### src/rtl/uart_tx.sv
// uart_tx: serial UART transmitter. Accepts a byte strobe while idle and shifts
// one start bit, eight data bits (LSB first), an optional parity bit and one or
// two stop bits onto o_Tx_Serial. o_Tx_Active doubles as the producer's busy flag.
module uart_tx #(
  parameter int CLKS_PER_BIT = 87,
  parameter int PARITY_EN    = 0,
  parameter int PARITY_ODD   = 0,
  parameter int STOP_BITS    = 1
) (
  input  logic       i_Clk,
  input  logic       i_Rst,
  input  logic       i_Tx_DV,
  input  logic [7:0] i_Tx_Byte,
  output logic       o_Tx_Active,
  output logic       o_Tx_Serial,
  output logic       o_Tx_Done
);

  localparam int CNT_W = $clog2(CLKS_PER_BIT);

  typedef enum logic [2:0] {
    S_IDLE,
    S_START,
    S_DATA,
    S_PARITY,
    S_STOP
  } state_t;

  state_t           state;
  logic [CNT_W-1:0] baud_cnt;
  logic [2:0]       bit_idx;
  logic [7:0]       tx_byte;

  // Last cycle of the current bit period.
  logic bit_end;
  assign bit_end = (baud_cnt == CNT_W'(CLKS_PER_BIT - 1));

  // Frame sequencer: owns every output so all of them come straight from flops.
  // NOTE: sequential state uses non-blocking assignments so every register
  // updates from pre-edge values regardless of statement order.
  always_ff @(posedge i_Clk or posedge i_Rst) begin
    if (i_Rst) begin
      state       <= S_IDLE;
      baud_cnt    <= '0;
      bit_idx     <= '0;
      tx_byte     <= '0;
      o_Tx_Serial <= 1'b1;
      o_Tx_Active <= 1'b0;
      o_Tx_Done   <= 1'b0;
    end else begin
      case (state)
        S_IDLE: begin
          o_Tx_Serial <= 1'b1;
          o_Tx_Done   <= 1'b0;
          baud_cnt    <= '0;
          bit_idx     <= '0;
          if (i_Tx_DV) begin
            // Byte is captured here; later changes on i_Tx_Byte are ignored.
            tx_byte     <= i_Tx_Byte;
            o_Tx_Active <= 1'b1;
            o_Tx_Serial <= 1'b0;
            state       <= S_START;
          end
        end

        S_START: begin
          if (bit_end) begin
            baud_cnt    <= '0;
            bit_idx     <= '0;
            o_Tx_Serial <= tx_byte[0];
            state       <= S_DATA;
          end else begin
            baud_cnt <= baud_cnt + CNT_W'(1);
          end
        end

        S_DATA: begin
          if (bit_end) begin
            baud_cnt <= '0;
            if (bit_idx == 3'd7) begin
              // Index stops at 7 and is re-zeroed for reuse as stop-bit counter.
              bit_idx <= '0;
              if (PARITY_EN != 0) begin
                o_Tx_Serial <= (^tx_byte) ^ PARITY_ODD[0];
                state       <= S_PARITY;
              end else begin
                o_Tx_Serial <= 1'b1;
                state       <= S_STOP;
              end
            end else begin
              bit_idx     <= bit_idx + 3'd1;
              o_Tx_Serial <= tx_byte[bit_idx + 3'd1];
            end
          end else begin
            baud_cnt <= baud_cnt + CNT_W'(1);
          end
        end

        S_PARITY: begin
          if (bit_end) begin
            baud_cnt    <= '0;
            bit_idx     <= '0;
            o_Tx_Serial <= 1'b1;
            state       <= S_STOP;
          end else begin
            baud_cnt <= baud_cnt + CNT_W'(1);
          end
        end

        S_STOP: begin
          if (bit_end) begin
            baud_cnt <= '0;
            if (bit_idx == 3'(STOP_BITS - 1)) begin
              bit_idx     <= '0;
              o_Tx_Active <= 1'b0;
              o_Tx_Done   <= 1'b1;
              state       <= S_IDLE;
            end else begin
              bit_idx <= bit_idx + 3'd1;
            end
          end else begin
            baud_cnt <= baud_cnt + CNT_W'(1);
          end
        end

        default: begin
          state       <= S_IDLE;
          o_Tx_Serial <= 1'b1;
          o_Tx_Active <= 1'b0;
          o_Tx_Done   <= 1'b0;
        end
      endcase
    end
  end

endmodule

### config.mk
export PLATFORM = sky130hd
export DESIGN_NAME = uart_tx
export DESIGN_NICKNAME = d
export VERILOG_FILES = /design/src/rtl/uart_tx.sv
export SDC_FILE = /design/constraint.sdc
export NUM_CORES = 1
export LEC_CHECK = 0
export CAP_MARGIN = 5
export CORE_MARGIN = 4
export CORE_UTILIZATION = 48
export DETAILED_ROUTE_END_ITERATION = 7
export HOLD_SLACK_MARGIN = 0.08
export PLACE_DENSITY = 0.73
export SETUP_SLACK_MARGIN = 0.2
export SLEW_MARGIN = 20
export SYNTH_ARGS = -nofsm -noshare
export SYNTH_HDL_FRONTEND = slang
export SYNTH_SLANG_ARGS = --single-unit
### constraint.sdc
create_clock -name i_Clk -period 3.01 [get_ports i_Clk]
set_input_delay 0.301 -clock i_Clk [delete_from_list [all_inputs] [get_ports i_Clk]]
set_output_delay 0.301 -clock i_Clk [all_outputs]
set_load 0.01 [all_outputs]
==> impl_metrics.toml <==
[clocking]
clock_sinks = 24
path_clk_slew_ps = 120
cts_tree = "yes"
clk_path_buf_depth = 2
post_cts_buffers = 0
clock_latency_ps = 300
cts_inserted_buffers = 3
post_cts_resized = 0
cts_hold_buf = 0
cts_max_level = 1
clock-root-buffer = "clkbuf_4"

[critical_path]
worst_ep_arrival_time_ps = 2160
crit_path_end_kind = "flip-flop"
cp_common_cell = "nor2_2"
crit_type = "flip-flop to flip-flop"
worstPathRequired_ps = 3210
startpoint_type = "flip-flop"
slowest_stage = "dfrtp_1"
cpPeakStageDelay_ps = 540
crit_chain = "nor2_2 > nand2_1 > nor2_2 > mux2_2"
critPathBufInv = 0
cp_max_fo = 13
crit_family = "simple AND/OR/NAND/NOR gates"

[yosys]
ys_seq_area_share_pct = 44.4
synth_cell_types = 40
synthAdderAreaFrac_pct = 5.44
synth_compound_area_share_pct = 11.3
syn_area_per_cell_sq_um = 10.7
synth_top_family_by_area = "simple AND/OR/NAND/NOR gates"
syn_inst = 127
synth_mux_area_share_pct = 13.0
syn_area_sq_mm = 0.00136
yosys.area_share.simple_pct = 18.8
ys_ff_latch = 24
synth-warning-count = 0
synth_nets = 143
synth_edf_count = 0
ys.flop_type = "dfrtp_1"
synth_xor_area_share_pct = 3.23
synth-async-reset-ratio_pct = 100

[place]
hpwl_microns = 1920
pre_cts_ws_ps = 1060
io_buffers = 13
dpl.cell_count = 166
gp_congestion = 0.852

[sta]
fin_crit_sh_pct = 65.2
setup_viol = 0
fin_tns_setup_ps = 0
clock-skew-final_ps = 2.80
slew_headroom_pct = 40.9
period_needed_ps = 1960
rsz0062_at_grt = "false"
setup_slack_ps = 1050
fmaxAchievable_mhz = 510
tightest_slew_ps = 886
slew_viol_final = 0
hold_violations = 0

[floorplanning]
die_h_microns = 61.2
row_count = 19
fp.dieW_microns = 61.2
ios = 14
core_region_area_sq_mm = 0.00273
dieArea_sq_mm = 0.00374
initial_utilization_pct = 49.6

[layout]
antenna_cells = 0
stdcell_count = 170
area_growth_pct = 11.9
drive_above_1_share_pct = 17.3
fin_nets = 156

[grt]
grt_pass1_wl_microns = 4480
grt.overflow.total = 0
grt_max_degree = 25
grt_antenna_before_repair = 0
first_global_vias = 975
grt_use_total_pct = 16.1

[route]
routed_wl_microns = 2570
drc = 0
ant_nets = 0
viasPerCell = 5.86
wl_per_cell_microns = 15.1
dr.pass1.iters = 4
drt-initial-drc-count = 36
via_count = 997

[power]
pwr-share-comb_pct = 4.0
p_seq_share_pct = 66.7
leakagePower_nw = 0.645
finalPower_mw = 0.484
p_sw_mw = 0.0981
ir_worst_vdd_mv = 0.280
swShare_pct = 20.3
intPower_mw = 0.385
p_per_area_mw_per_mm2 = 319
clockPowerShare_pct = 29.4

[run]
maxCapViolations = 0

[status]
run_status = "completed"

[hold_path]
hold_class = "primary input to asynchronous set/reset pin"
## power by group through the flow
stage / logic [mW] / clock network (mW) / registers (mW)
2_1_floorplan: 0.00491 / 0 / 0.329
3_3_place_gp: 0.0190 / 0 / 0.329
4_1_cts: 0.0197 / 0.151 / 0.323
6_report: 0.0191 / 0.142 / 0.322
3_5_place_dp: 0.0196 / 0 / 0.329
5_1_grt: 0.0211 / 0.162 / 0.323
## cells in the final DEF (no fill, tap or decap), types with 3 or more instances in the layout
| master | count |
|---|---|
| inv_1 | 5 |
| mux2_2 | 9 |
| nor3_1 | 3 |
| clkdlybuf4s50_1 | 13 |
| nor2_1 | 8 |
| nand2_1 | 13 |
| nor2b_1 | 3 |
| ha_1 | 5 |
| dfrtp_1 | 23 |
| xnor2_1 | 3 |
| o21ai_0 | 6 |
| a21oi_1 | 5 |
| clkbuf_4 | 3 |
| nand2b_1 | 3 |
## cells by family (layout without fill, tap and decap cells)
family,after synthesis,count (layout)
XOR/XNOR,5,5
adder cells (fa/ha/maj),6,6
buffers and inverters,10,22
AO/OA/AOI/OAI,23,23
AND/OR/NAND/NOR,46,46
flip-flops,24,24
multiplexers,13,13
## synth_stat cells, drive strengths merged, types with 2 or more instances
| library cell | number | area share, % |
|---|---|---|
| nor3b | 2 | 1.1 |
| nor2 | 10 | 3.1 |
| o22ai | 2 | 0.92 |
| a21oi | 5 | 1.8 |
| xnor2 | 3 | 1.9 |
| or4 | 2 | 1.1 |
| ha | 5 | 4.6 |
| a2bb2oi | 2 | 1.3 |
| xor2 | 2 | 1.3 |
| mux2 | 11 | 9.7 |
| inv | 5 | 1.4 |
| buf | 2 | 1.7 |
| nor3 | 3 | 1.1 |
| clkbuf | 3 | 0.83 |
| o21ai | 6 | 2.2 |
| dfrtp | 23 | 42 |
| mux4 | 2 | 3.3 |
| nand4 | 2 | 0.92 |
| nor4b | 2 | 1.3 |
| nor2b | 3 | 1.4 |
| nand2b | 3 | 1.4 |
| nand2 | 13 | 3.6 |
## registers in the layout (all words and copies together), names as in the netlist
signal,cells
baud_cnt,7
o_Tx_Active,1
o_Tx_Done,1
o_Tx_Serial,1
bit_idx,3
tx_byte,8
state,3
## worst paths after layout
path	from	end	slack, ps	cells after the start
worst min register to register	tx_byte[6]	tx_byte[6]	520	1
worst max register to register	state[0]	tx_byte[7]	1050	4
max in group asynchronous	i_Rst	baud_cnt[4]	2000	2
worst min-delay path	i_Rst	tx_byte[1]	470	2
worst max-delay path	state[0]	tx_byte[7]	1050	4
min in group i_Clk	tx_byte[6]	tx_byte[6]	520	1
## cell type report
type	instances	area, sq um
Clock buffer	4	26.3
Fill cell	227	1220
Timing Repair Buffer	13	130
Tap cell	31	38.8
Sequential cell	24	602
Multi-Input combinational cell	93	702
Inverter	5	18.8
## layer usage
metal,vias to the layer above,part of all wire [%],GRT usage [%]
met2,39,50,25.5
li1,480,-,-
met5,-,0,0
met3,4,4.8,2.31
met4,0,1.4,6.19
met1,474,44,22.3
## stage by stage
step | area (sq um) | hold slack [ps] | utilization, %
5_1_grt | 1520 | 538 | 55.5
4_1_cts | 1520 | 490 | 55.5
3_3_place_gp | 1490 | 486 | 54.6
3_5_place_dp | 1490 | 495 | 54.6
6_report | 1520 | 470 | 55.5
2_1_floorplan | 1360 | 315 | -
No activity file was read; power rests on OpenSTA's default activity.
